File: src/rtl/ahb_axi_wr_sched.sv
// Write-path scheduler feeding the AXI AW/W/B channels from one burst descriptor at a time.
// Tracks bursts awaiting a B response and raises a sticky error flag.
module ahb_axi_wr_sched #(
  parameter int AW        = 32,
  parameter int DW        = 64,
  parameter int TIDW      = 1,
  parameter int MAX_OUTST = 4
) (
  input  logic              HCLK,
  input  logic              HRESETn,
  input  logic              cmd_valid,
  output logic              cmd_ready,
  input  logic [AW-1:0]     cmd_addr,
  input  logic [7:0]        cmd_len,
  input  logic [2:0]        cmd_size,
  input  logic [1:0]        cmd_burst,
  input  logic              wd_valid,
  output logic              wd_ready,
  input  logic [DW-1:0]     wd_data,
  input  logic [DW/8-1:0]   wd_strb,
  output logic [TIDW-1:0]   axi_aw_id_o,
  output logic [AW-1:0]     axi_aw_addr_o,
  output logic [7:0]        axi_aw_len_o,
  output logic [2:0]        axi_aw_size_o,
  output logic [1:0]        axi_aw_burst_o,
  output logic              axi_aw_valid_o,
  input  logic              axi_aw_ready_i,
  output logic [DW-1:0]     axi_w_data_o,
  output logic [DW/8-1:0]   axi_w_strb_o,
  output logic              axi_w_last_o,
  output logic              axi_w_valid_o,
  input  logic              axi_w_ready_i,
  input  logic [TIDW-1:0]   axi_b_id_i,
  input  logic [1:0]        axi_b_resp_i,
  input  logic              axi_b_valid_i,
  output logic              axi_b_ready_o,
  output logic [3:0]        outst_o,
  output logic              idle_o,
  output logic              err_o,
  input  logic              err_clr_i
);

  typedef enum logic [1:0] {
    IDLE = 2'd0,
    ADDR = 2'd1,
    DATA = 2'd2
  } state_t;

  state_t          state_r, state_nxt_s;
  logic [AW-1:0]   aw_addr_r;
  logic [7:0]      aw_len_r;
  logic [2:0]      aw_size_r;
  logic [1:0]      aw_burst_r;
  logic            aw_valid_r;
  logic [7:0]      beat_cnt_r;
  logic [3:0]      outst_r;
  logic            err_r;
  logic            cmd_hs_s, aw_hs_s, w_hs_s, b_hs_s, err_set_s;
  logic            unused_s;

  // BID is not checked: every AW is issued with ID 0.
  assign unused_s = ^axi_b_id_i;

  assign cmd_hs_s  = cmd_valid & cmd_ready;
  assign aw_hs_s   = aw_valid_r & axi_aw_ready_i;
  assign w_hs_s    = axi_w_valid_o & axi_w_ready_i;
  assign b_hs_s    = axi_b_valid_i & axi_b_ready_o;
  assign err_set_s = (cmd_hs_s & (cmd_burst == 2'b11)) | (b_hs_s & (axi_b_resp_i != 2'b00));

  assign axi_aw_id_o    = {TIDW{1'b0}};
  assign axi_aw_addr_o  = aw_addr_r;
  assign axi_aw_len_o   = aw_len_r;
  assign axi_aw_size_o  = aw_size_r;
  assign axi_aw_burst_o = aw_burst_r;
  assign axi_aw_valid_o = aw_valid_r;
  assign axi_b_ready_o  = (outst_r != 4'd0);
  assign outst_o        = outst_r;
  assign idle_o         = (state_r == IDLE) && (outst_r == 4'd0);
  assign err_o          = err_r;

  // State register.
  always_ff @(posedge HCLK or negedge HRESETn) begin
    if (!HRESETn) begin
      state_r <= IDLE;
    end else begin
      state_r <= state_nxt_s;
    end
  end

  // Next state and channel handshake outputs; cmd_ready is held low while reset is applied.
  always_comb begin
    state_nxt_s   = state_r;
    cmd_ready     = 1'b0;
    wd_ready      = 1'b0;
    axi_w_valid_o = 1'b0;
    axi_w_last_o  = 1'b0;
    axi_w_data_o  = {DW{1'b0}};
    axi_w_strb_o  = {(DW/8){1'b0}};
    case (state_r)
      IDLE: begin
        cmd_ready = HRESETn & (outst_r < 4'(MAX_OUTST));
        if (cmd_valid && HRESETn && (outst_r < 4'(MAX_OUTST))) begin
          state_nxt_s = ADDR;
        end else begin
          state_nxt_s = IDLE;
        end
      end
      ADDR: begin
        if (aw_valid_r && axi_aw_ready_i) begin
          state_nxt_s = DATA;
        end else begin
          state_nxt_s = ADDR;
        end
      end
      DATA: begin
        wd_ready      = axi_w_ready_i;
        axi_w_valid_o = wd_valid;
        axi_w_data_o  = wd_data;
        axi_w_strb_o  = wd_strb;
        axi_w_last_o  = (beat_cnt_r == aw_len_r);
        if (wd_valid && axi_w_ready_i && (beat_cnt_r == aw_len_r)) begin
          state_nxt_s = IDLE;
        end else begin
          state_nxt_s = DATA;
        end
      end
      default: begin
        state_nxt_s = IDLE;
      end
    endcase
  end

  // AW request register; a reserved burst type is issued as INCR.
  always_ff @(posedge HCLK or negedge HRESETn) begin
    if (!HRESETn) begin
      aw_addr_r  <= {AW{1'b0}};
      aw_len_r   <= 8'd0;
      aw_size_r  <= 3'd0;
      aw_burst_r <= 2'b00;
      aw_valid_r <= 1'b0;
    end else if (cmd_hs_s) begin
      aw_addr_r  <= cmd_addr;
      aw_len_r   <= cmd_len;
      aw_size_r  <= cmd_size;
      aw_burst_r <= (cmd_burst == 2'b11) ? 2'b01 : cmd_burst;
      aw_valid_r <= 1'b1;
    end else if (aw_hs_s) begin
      aw_valid_r <= 1'b0;
    end
  end

  // Beat counter, outstanding-burst counter and sticky error flag.
  always_ff @(posedge HCLK or negedge HRESETn) begin
    if (!HRESETn) begin
      beat_cnt_r <= 8'd0;
      outst_r    <= 4'd0;
      err_r      <= 1'b0;
    end else begin
      if (aw_hs_s) begin
        beat_cnt_r <= 8'd0;
      end else if (w_hs_s) begin
        beat_cnt_r <= beat_cnt_r + 8'd1;
      end
      if (aw_hs_s && !b_hs_s && (outst_r < 4'(MAX_OUTST))) begin
        outst_r <= outst_r + 4'd1;
      end else if (b_hs_s && !aw_hs_s && (outst_r != 4'd0)) begin
        outst_r <= outst_r - 4'd1;
      end
      if (err_set_s) begin
        err_r <= 1'b1;
      end else if (err_clr_i) begin
        err_r <= 1'b0;
      end
    end
  end

endmodule

File: config.mk
export PLATFORM = sky130hd
export DESIGN_NAME = ahb_axi_wr_sched
export DESIGN_NICKNAME = d
export VERILOG_FILES = /design/src/rtl/ahb_axi_wr_sched.sv
export SDC_FILE = /design/constraint.sdc
export NUM_CORES = 1
export LEC_CHECK = 0
export BUFFER_PORTS_ARGS = -buffer_cell sky130_fd_sc_hd__buf_2
export CAP_MARGIN = 40
export CORE_AREA = 2 2 101 103
export CTS_BUF_LIST = sky130_fd_sc_hd__clkbuf_2 sky130_fd_sc_hd__clkbuf_4 sky130_fd_sc_hd__clkbuf_8
export DETAILED_ROUTE_END_ITERATION = 10
export DIE_AREA = 0 0 103 105
export PLACE_DENSITY = 0.69
export SYNTH_ARGS = -nofsm -noshare
export SYNTH_HDL_FRONTEND = slang
export SYNTH_SLANG_ARGS = --single-unit
File: constraint.sdc
create_clock -name HCLK -period 4 [get_ports HCLK]
set_clock_uncertainty 0.1 [all_clocks]
set_input_delay 0 -clock HCLK [delete_from_list [all_inputs] [get_ports HCLK]]
set_output_delay 0 -clock HCLK [all_outputs]
set_load 0.05 [all_outputs]
Yosys cells after proc, flatten, opt, wreduce, memory -nomap -nowiden
Index checks and enable logic that the tools add are counted.
- bits in registers: 61
- input bits: 128
- output and inout bits: 130
- word-level logic and storage cells: 64
- add/subtract/negate cells: 3
- magnitude comparators: 1
- equality and inequality tests: 4
- multiplexer cells: 19
- bitwise operators: 8
- reductions and logical operators: 20
- operators by type and width (cell ; count):
    two-way mux 64 bit ; 1
    two-way mux 8 bit ; 3
    logical AND 1 bit ; 10
    nonzero test 2 bit ; 5
    two-way mux 1 bit ; 9
    adder 8 x 1 -> 8 bit (second input constant) ; 1
    == test 8 bit ; 1
    two-way mux 4 bit ; 2
    bitwise AND 1 bit ; 7
    two-way mux 2 bit ; 3
    case mux 2 bit (3 select lines) ; 1
    adder 4 x 1 -> 4 bit (second input constant) ; 1
    == test 2 bit (second input constant) ; 2
    logical NOT 4 bit ; 1
    < comparator 4 x 3 -> 1 bit (second input constant) ; 1
    nonzero test 4 bit ; 1
    subtractor 4 x 1 -> 4 bit (second input constant) ; 1
    == test 2 x 1 -> 1 bit (second input constant) ; 1
    logical NOT 1 bit ; 2
    logical NOT 2 bit ; 1
    OR 1 bit ; 1

Logic depth before layout (Yosys ltp)
Gate-level depths: netlist of the first run.
- depth in word-level cells: 7
- gate-level depth with buffers: 8
- gate-level depth less buffers: 8

Least setup slack after synthesis of the first run
Ideal clock, no wire load.
- path kind: reg-to-reg
- start: register outst_r[3], in the netlist outst_o[3]
- end: register outst_r[3], in the netlist outst_o[3]
- setup time: 0.130 ns
- arrival time: 2.286 ns
- required time: 3.770 ns
- path slack: 1.484 ns
- stages on the path, launching flop included: 9
- period minus slack after synthesis: 2.516 ns
- cell sequence: dfrtp_1 o41a_1 nor2_1 nand2_1 ha_1 a21o_1 a21oi_1 mux2i_1 nand3_1
- word-level cells in the longest chain between the ends: 6
- ends and longest elaborated chain (what ; RTL line ; text):
    from (decl) ; 56 ; logic [3:0] outst_r;
    from (signal assigned) ; 165 ; outst_r <= outst_r + 4'd1;
    from (signal assigned) ; 167 ; outst_r <= outst_r - 4'd1;
    branches (longest 6 deep; another with subtractor 4 x 1 -> 4 bit) ; n/a ;
Several ways; the timed one is not identified. The select of a mux whose other input is x is not followed.
A chain may end at the register's enable or synchronous reset.

Worst setup path after layout of the first run
Ends and elaborated chain as after synthesis.

==> impl_metrics.py, run 1 <==
metrics = {
    "worst_setup_path": {
        "crit_arrival_ns": 2.59,
        "cp.depth": 8,
        "rr_worst_depth": 8,
        "startpoint_type": "flip-flop",
        "cp_num_buf_inv": 0,
        "critical-path-top-delay-family": "compound AO/OA/AOI/OAI gates",
        "cp_slowest_cell": "o41a_1",
        "cp_cell_sequence": "o41a_1, nor2_1, nand2_1, ha_1, a21o_1, a21oi_1, mux2i_1, nand3_1",
        "crit_fanout": 8,
        "cpPeakStageDelay_ns": 0.50,
        "criticalPathCategory": "reg2reg",
        "worstPathRequired_ns": 4.10,
        "critPathCaptureType": "flip-flop",
    },
    "power_and_ir_drop": {
        "clkPwrFrac": 0.127,
        "p_per_area_nw_per_um2": 714,
        "p_int_mw": 1.79,
        "seqPwrFrac": 0.286,
        "netSwitchingPower_mw": 1.99,
        "sw_frac_of_total": 0.526,
        "p_comb_frac": 0.587,
        "irDropWorstVdd_v": 0.000543,
        "p_leak_nw": 2.92,
        "power_mw": 3.78,
    },
    "floorplanning": {
        "die-width_microns": 103,
        "die_area_sq_um": 10800,
        "initial_core_util": 0.329,
        "die_h_microns": 105,
        "ioPinCount": 258,
        "fp-row-count": 36,
        "coreArea_sq_um": 9640,
    },
    "placement": {
        "hpwlAfterDp_mm": 8.60,
        "gp_congestion": 0.852,
        "portBuffers": 255,
        "place_ws_ns": 1.52,
    },
    "cells_and_area": {
        "nets": 721,
        "nFillCells": 920,
        "drive_above_1_share": 0.541,
        "synthToLayoutAreaGrowth_pct": 66.8,
        "multi_input_area_sq_um": 1560,
        "regArea_sq_um": 1530,
    },
    "yosys": {
        "ys_ff_latch": 61,
        "yosys.area.top_type": "dfrtp_1",
        "avgSynthCellArea_sq_um": 11.2,
        "yosysTopAreaCellShare": 0.481,
        "yosysUniqueCellTypes": 37,
        "ys.flop_type": "dfrtp_1",
        "synth_area_leaders": "dfrtp_1 (48%), and2_1 (15%), mux2_2 (14%)",
        "syn-num-nets": 416,
        "yosysWarnings": 0,
        "synth_area_sq_um": 3170,
        "yosysSeqAreaShare": 0.481,
        "async_reset_ff_frac": 1.00,
        "syn-instance-count": 284,
        "synth_common_cells": "and2_1 (76), dfrtp_1 (61), mux2_2 (39)",
        "synth_edf_count": 0,
        "synth.most_common_cell": "and2_1",
    },
    "routing": {
        "ant_nets": 0,
        "via_count": 3229,
        "wire_per_inst_microns": 15.3,
        "drtIter0Drc": 79,
        "wirelength_mm": 11.1,
        "route.detailed.drc": 0,
        "drt-pass1-iter-count": 4,
        "vias_per_cell": 4.43,
    },
    "cts": {
        "ctsHoldBuffers": 53,
        "postCtsSetupRepairBufs": 0,
        "cts_made_buffers": 9,
        "clk_pin_slew_ns": 0.06,
        "clkLatencyLatePin_ns": 0.33,
        "cts_resized": 0,
        "clock-sinks": 61,
        "cts_tree": "done",
        "cts_max_level": 3,
        "cts_buffer_depth": 2,
        "cts_root_buf": "clkbuf_8",
    },
    "sta": {
        "fin_crit_ns": 2.49,
        "tightest_slew_ns": 0.774,
        "timing.hold.ws_ns": 0.229,
        "timing.final.crit_share": 0.622,
        "hold_viol": 0,
        "rsz0062_at_grt": "false",
        "slew_viol_final": 0,
        "fmax_mhz": 402,
        "slew_headroom": 0.484,
        "tns_ns": 0,
        "finalSetupViolCount": 0,
        "fin_ws_ns": 1.51,
    },
    "grt": {
        "grt.overflow.total": 0,
        "first_global_vias": 3306,
        "antenna_found_initial": 5,
        "grt_max_degree": 63,
        "grt_use_total": 0.204,
        "grt_pass1_wl_mm": 16.7,
    },
    "worst_hold_path": {
        "holdPathStages": 4,
        "min_path_type": "in2reg",
    },
    "status": {
        "status": "completed",
    },
    "flow_run": {
        "maxCapViolCount": 0,
    },
}
[area by class of cell]
cell class                 count  area share
timing repair buffer         311       0.349
multi-input combinational    203       0.295
sequential                    61       0.288
tap                          133      0.0314
clock buffer                  12      0.0300
inverter                       3     0.00213
clock inverter                 2     0.00189
antenna                        4     0.00189
[cells in the final DEF, fill, tap and decap left out, types with 2 or more instances in the layout]
master	n
xor2_1	7
a21oi_1	2
nor3_1	3
buf_2	255
dlygate4sd3_1	53
xnor2_1	10
clkinv_2	2
and3_1	3
nand4_1	7
diode_2	4
dfrtp_1	61
buf_4	2
mux2i_1	2
nand2_1	8
nand3_1	2
mux2_2	39
clkbuf_8	11
nor2_1	13
mux2_4	6
o21ai_0	5
inv_1	3
and2_1	76
ha_1	3
[power groups by stage]
stage	Combinational (mW)	Clock, mW	Sequential [mW]
final	2.22	0.479	1.08
after global routing	2.33	0.529	1.12
after floorplan	0.786	0	1.94
after global placement	2.14	0	1.07
after detailed placement	2.18	0	1.08
after CTS	2.23	0.497	1.08
[flip-flops by register name (all words and copies together) (netlist names)]
name	cells
state_r	2
axi_aw_size_o	3
axi_aw_len_o	8
axi_aw_valid_o	1
outst_o	4
beat_cnt_r	8
axi_aw_burst_o	2
err_o	1
axi_aw_addr_o	32
[layer usage]
layer	share of wire	routed length, microns	vias to the layer above	global-route usage
met5	0.0018	20	-	0
met3	0.099	1110	16	0.0783
met1	0.40	4410	1501	0.235
met4	0.014	151	2	0.0733
li1	-	-	1555	-
met2	0.49	5460	155	0.339
[cell families after synthesis]
kind of cell / synth area share
simple gates: 0.218
xor+xnor: 0.0469
buf+inv: 0.0292
other cells: 0.00118
fa+ha+maj: 0.0181
mux: 0.173
compound gates: 0.0319
flops: 0.481
[worst paths after layout]
check                      slack, ns           endpoint         startpoint
hold / removal                  0.23      beat_cnt_r[0]           wd_valid
min in group asynchronous       0.32  axi_aw_addr_o[19]            HRESETn
setup reg to reg                1.51         outst_o[3]         outst_o[3]
hold reg to reg                 0.39  axi_aw_burst_o[1]  axi_aw_burst_o[1]
setup / recovery                1.51         outst_o[3]         outst_o[3]
max in group asynchronous       2.96   axi_aw_addr_o[6]            HRESETn
[through the flow]
| stage | instances | instance area [sq um] | util |
|---|---|---|---|
| 2_1_floorplan | 284 | 3170 | - |
| 3_3_place_gp | 657 | 4560 | 0.473 |
| 3_5_place_dp | 658 | 4580 | 0.476 |
| 4_1_cts | 725 | 5280 | 0.548 |
| 5_1_grt | 726 | 5290 | 0.548 |
| 6_report | 729 | 5290 | 0.549 |
[worst register-to-register path, stage by stage (launching register included)]
cell and delay, ns:
dfrtp_1 0.46, o41a_1 0.50, nor2_1 0.18, nand2_1 0.14, ha_1 0.30, a21o_1 0.18
a21oi_1 0.21, mux2i_1 0.20, nand3_1 0.10
No activity file was read; power rests on OpenSTA's default activity.
==> run 2: changes to the inputs <==
==> constraint.sdc (replaced) <==
create_clock -name HCLK -period 2.4 [get_ports HCLK]
set_clock_uncertainty 0.1 [all_clocks]
set_input_delay 0 -clock HCLK [delete_from_list [all_inputs] [get_ports HCLK]]
set_output_delay 0 -clock HCLK [all_outputs]
set_load 0.05 [all_outputs]
==> run 2 against run 1 <==
Compared with the run above:
- final cell count rose by 0.69%
- register-to-register slack got worse by 1.4 ns
- die area did not move
- sequential power rose by 64%
- first-iteration DRC count rose by 91%
- via count rose by 1.9%
- non-clock buffer count rose by 7
- setup slack got worse by 1.4 ns
- power rose by 72%
- maximum frequency rose by 8.9%
- core utilization rose by 0.78 points
- largest power group unchanged
==> impl_metrics.py, run 2 (same netlist as run 1, synthesis figures left out) <==
metrics = {
    "power_and_ir_drop": {
        "netSwitchingPower_mw": 3.38,
        "irDropWorstVdd_v": 0.000772,
        "p_int_mw": 3.10,
        "power_mw": 6.48,
        "seqPwrFrac": 0.272,
        "sw_frac_of_total": 0.522,
        "p_comb_frac": 0.589,
        "p_per_area_nw_per_um2": 1210,
        "clkPwrFrac": 0.138,
        "p_leak_nw": 2.95,
    },
    "worst_hold_path": {
        "holdPathStages": 4,
        "worstHoldEndpoint": "axi_aw_valid_o",
        "min_path_type": "in2reg",
        "hp-start": "cmd_valid",
    },
    "cts": {
        "clk_pin_slew_ns": 0.07,
        "clock-sinks": 61,
        "cts_buffer_depth": 2,
        "cts_made_buffers": 9,
        "cts_max_level": 3,
        "clkLatencyLatePin_ns": 0.33,
        "cts_root_buf": "clkbuf_8",
        "cts_tree": "done",
    },
    "worst_setup_path": {
        "critPathCaptureType": "flip-flop",
        "cpPeakStageDelay_ns": 0.48,
        "cp_slowest_cell": "o41a_1",
        "reg2reg_from": "outst_o[1]",
        "reg2reg_to": "outst_o[3]",
        "r2r_setup_slack_ns": 0.12,
        "cp_cell_sequence": "o41a_1, nor2_2, nand2_2, ha_1, a21o_1, a21oi_2, mux2i_1, nand3_1",
        "rr_worst_depth": 8,
        "worstPathRequired_ns": 2.52,
        "criticalPathCategory": "reg2reg",
        "crit_arrival_ns": 2.40,
        "crit_fanout": 4,
        "startpoint_type": "flip-flop",
    },
    "cells_and_area": {
        "most-common-layout-cells": "buf_2 (255), and2_1 (76), dfrtp_1 (57)",
        "largest_reg_flops": 32,
        "synthToLayoutAreaGrowth_pct": 69.2,
        "fin_area_sq_um": 5370,
        "final_util": 0.557,
        "nets": 728,
        "drive_above_1_share": 0.559,
        "final_common_cell": "buf_2",
        "diodes": 0,
    },
    "grt": {
        "antenna_found_initial": 0,
        "grt.overflow.total": 0,
        "first_global_vias": 3290,
        "grt_pass1_wl_mm": 16.4,
        "grt_use_total": 0.194,
        "grt_max_degree": 62,
    },
    "sta": {
        "slew_viol_final": 0,
        "timing.final.crit_share": 0.952,
        "tightest_slew_ns": 0.771,
        "fmax_mhz": 438,
        "timing.hold.ws_ns": 0.181,
        "tns_ns": 0,
        "fin_crit_ns": 2.28,
        "slew_headroom": 0.486,
        "hold_viol": 0,
        "finalSetupViolCount": 0,
    },
    "routing": {
        "vias_per_cell": 4.48,
        "drt-pass1-iter-count": 4,
        "via_count": 3290,
        "ant_nets": 0,
        "wire_per_inst_microns": 14.8,
        "drtIter0Drc": 151,
        "route.detailed.drc": 0,
        "wirelength_mm": 10.9,
    },
    "placement": {
        "dpl_cell_area_sq_um": 4630,
        "hpwlAfterDp_mm": 8.13,
        "gp_congestion": 0.861,
        "portBuffers": 255,
    },
    "floorplanning": {
        "ioPinCount": 258,
        "fp-row-count": 36,
        "coreArea_sq_um": 9640,
        "die_area_sq_um": 10800,
        "initial_core_util": 0.329,
        "die_h_microns": 105,
        "die-width_microns": 103,
    },
    "status": {
        "status": "completed",
    },
    "flow_run": {
        "maxCapViolCount": 0,
    },
}
## run 2: cell count changes in the layout (fill, tap and decap cells not counted), moves of 2 or more
cell / change
buf_4: +7
dfrtp_1: -4
dfrtp_2: +4
diode_2: -4
clkbuf_8: -2
clkinvlp_4: +2
## run 2: repair_timing
item,in CTS,in global routing
endpoints found under the hold margin,112,0
resized for setup,0,3
buffers inserted,0,1
setup endpoints to repair,0,1
hold buffers,53,0
## run 2: per-layer routing
layer	part of all wire	vias to the layer above	global-route usage
met5	0	-	0
met3	0.082	26	0.0468
met4	0.029	0	0.0949
met2	0.52	155	0.346
met1	0.37	1544	0.209
li1	-	1565	-
## run 2: layout make-up
class                   instances  area [sq um]
well taps                     133           166
multi-input cells             203          1570
fillers                       875          4270
flip-flops and latches         61          1530
clock inverters                 6          63.8
clock buffers                  10           131
repair buffers                318          1890
inverters                       3          11.3
## run 2: power groups by stage
| stage | logic, mW | clock network [mW] | registers (mW) |
|---|---|---|---|
| 6_report | 3.82 | 0.897 | 1.77 |
| 5_1_grt | 4.00 | 0.965 | 1.83 |
| 4_1_cts | 3.81 | 0.925 | 1.76 |
| 3_5_place_dp | 3.73 | 0 | 1.77 |
| 3_3_place_gp | 3.67 | 0 | 1.76 |
| 2_1_floorplan | 1.31 | 0 | 3.23 |
## run 2: worst max-delay path by stage
stage | cells after the start | end | slack (ns) | from
2_1_floorplan | 8 | outst_o[3] | 0.003 | outst_o[3]
3_3_place_gp | 8 | outst_o[3] | 0.15 | outst_o[3]
3_5_place_dp | 8 | outst_o[3] | 0.06 | outst_o[3]
4_1_cts | 8 | outst_o[3] | 0.04 | outst_o[3]
5_1_grt | 8 | outst_o[3] | -0.04 | outst_o[1]
6_report | 8 | outst_o[3] | 0.12 | outst_o[1]
## run 2: worst max-delay path, delay by kind of cell (launching register included)
kind / cells / cell delay (ns)
compound gates: 3 / 0.81
fa+ha+maj: 1 / 0.28
flops: 1 / 0.40
mux: 1 / 0.20
simple gates: 3 / 0.37
## run 2: stage by stage
stage / std cells / worst slack (ns)
floorplan: 284 / 0.00301
global placement: 664 / 0.145
detailed placement: 664 / 0.0571
CTS: 733 / 0.0417
global route: 734 / -0.0409
finish: 734 / 0.115
==> run 3: changes to the inputs <==
--- a/config.mk
+++ b/config.mk
@@ -12,6 +12,8 @@
 export DETAILED_ROUTE_END_ITERATION = 10
 export DIE_AREA = 0 0 103 105
 export PLACE_DENSITY = 0.69
+export RECOVER_POWER = 25
+export SLEW_MARGIN = 25
 export SYNTH_ARGS = -nofsm -noshare
 export SYNTH_HDL_FRONTEND = slang
 export SYNTH_SLANG_ARGS = --single-unit
==> run 3 against run 2 <==
Compared with the run above:
- critical path depth is the same
- hold slack worse by 0.0048 ns
- power about the same
- via count fell by 0.27%
- routed wire length up 0.64%
==> impl_metrics.py, run 3 (same netlist as run 1, synthesis figures left out) <==
metrics = {
    "power_and_ir_drop": {
        "p_leak_nw": 2.95,
        "p_per_area_nw_per_um2": 1210,
        "irDropWorstVdd_v": 0.000765,
        "clkPwrFrac": 0.139,
        "seqPwrFrac": 0.273,
        "netSwitchingPower_mw": 3.39,
        "sw_frac_of_total": 0.523,
        "p_comb_frac": 0.589,
        "p_int_mw": 3.10,
        "power_mw": 6.49,
    },
    "cts": {
        "clock-sinks": 61,
        "cts_tree": "done",
        "clkLatencyLatePin_ns": 0.33,
        "cts_buffer_depth": 2,
        "clk_pin_slew_ns": 0.07,
        "cts_root_buf": "clkbuf_8",
        "cts_max_level": 3,
        "cts_made_buffers": 9,
    },
    "routing": {
        "via_count": 3281,
        "drtIter0Drc": 140,
        "ant_nets": 0,
        "drt-pass1-iter-count": 4,
        "route.detailed.drc": 0,
        "wire_per_inst_microns": 14.9,
        "wirelength_mm": 10.9,
        "vias_per_cell": 4.46,
    },
    "status": {
        "status": "completed",
    },
    "worst_setup_path": {
        "critPathCaptureType": "flip-flop",
        "cp_cell_sequence": "o41a_1, nor2_2, nand2_2, ha_1, a21o_1, a21oi_2, mux2i_1, nand3_1",
        "crit_fanout": 4,
        "startpoint_type": "flip-flop",
        "reg2reg_from": "outst_o[1]",
        "crit_arrival_ns": 2.40,
        "cp_slowest_cell": "o41a_1",
        "cpPeakStageDelay_ns": 0.48,
        "rr_worst_depth": 8,
        "r2r_setup_slack_ns": 0.12,
        "criticalPathCategory": "reg2reg",
        "worstPathRequired_ns": 2.52,
        "reg2reg_to": "outst_o[3]",
    },
    "grt": {
        "grt.overflow.total": 0,
        "first_global_vias": 3290,
        "grt_max_degree": 62,
        "grt_use_total": 0.194,
        "grt_pass1_wl_mm": 16.4,
        "antenna_found_initial": 0,
    },
    "sta": {
        "slew_headroom": 0.191,
        "slew_viol_final": 0,
        "tns_ns": 0,
        "fin_ws_ns": 0.119,
        "fmax_mhz": 438,
        "tightest_slew_ns": 1.21,
        "hold_viol": 0,
        "timing.final.crit_share": 0.950,
        "fin_crit_ns": 2.28,
        "finalSetupViolCount": 0,
    },
    "cells_and_area": {
        "nets": 729,
        "diodes": 0,
        "synthToLayoutAreaGrowth_pct": 69.2,
        "largest_reg_flops": 32,
        "final_cells": 735,
        "final_common_cell": "buf_2",
        "most-common-layout-cells": "buf_2 (254), and2_1 (76), dfrtp_1 (57)",
        "drive_above_1_share": 0.555,
        "fin_area_sq_um": 5370,
    },
    "placement": {
        "hpwlAfterDp_mm": 8.13,
        "place_ws_ns": 0.0571,
        "dpl_cell_area_sq_um": 4630,
        "portBuffers": 255,
        "gp_congestion": 0.861,
        "placed_cells": 664,
    },
    "floorplanning": {
        "coreArea_sq_um": 9640,
        "fp-row-count": 36,
        "ioPinCount": 258,
        "initial_core_util": 0.329,
        "die_h_microns": 105,
        "die-width_microns": 103,
        "die_area_sq_um": 10800,
    },
    "worst_hold_path": {
        "min_path_type": "in2async",
    },
    "flow_run": {
        "maxCapViolCount": 0,
    },
}
[run 3: repair_timing]
action                                  in CTS  in global routing
endpoints found under the hold margin      112                  0
resized for setup                            0                  3
setup buffers                                0                  1
endpoints found under the setup margin       0                  1
hold buffers                                53                  0
[run 3: how the worst max path moves through the flow]
| stage | start | to | cells past startpoint |
|---|---|---|---|
| 6_report | outst_o[1] | outst_o[3] | 8 |
| 5_1_grt | outst_o[1] | outst_o[3] | 8 |
| 4_1_cts | outst_o[3] | outst_o[3] | 8 |
| 3_5_place_dp | outst_o[3] | outst_o[3] | 8 |
| 3_3_place_gp | outst_o[3] | outst_o[3] | 8 |
| 2_1_floorplan | outst_o[3] | outst_o[3] | 8 |
[run 3: metal layers]
metal | GRT usage | part of all wire | vias up
met5 | 0 | 0 | -
met4 | 0.0949 | 0.030 | 0
met3 | 0.0468 | 0.083 | 27
met2 | 0.346 | 0.53 | 161
met1 | 0.209 | 0.36 | 1527
li1 | - | - | 1566
[run 3: critical path, delay by kind of cell (launching register included)]
kind / cells / cell delay [ns]
mux: 1 / 0.20
simple gates: 3 / 0.37
compound gates: 3 / 0.81
flops: 1 / 0.40
fa+ha+maj: 1 / 0.28
[run 3: area by class of cell]
class                           count  area [sq um]
Inverter                            3          11.3
Sequential cell                    61          1530
Fill cell                         880          4270
Clock inverter                      6          63.8
Tap cell                          133           166
Multi-Input combinational cell    203          1570
Timing Repair Buffer              319          1890
Clock buffer                       10           131
[run 3: through the flow]
step / util / hold slack [ns]
2_1_floorplan: - / -0.396
5_1_grt: 0.557 / 0.214
3_5_place_dp: 0.480 / 0.133
3_3_place_gp: 0.480 / 0.124
4_1_cts: 0.555 / 0.148
6_report: 0.557 / 0.176
[run 3: power by group through the flow]
stage               Combinational, mW  Sequential [mW]  Clock [mW]
finish                           3.82             1.77       0.899
global route                     4.00             1.83       0.965
CTS                              3.81             1.76       0.925
detailed placement               3.73             1.77           0
global placement                 3.67             1.76           0
floorplan                        1.31             3.23           0
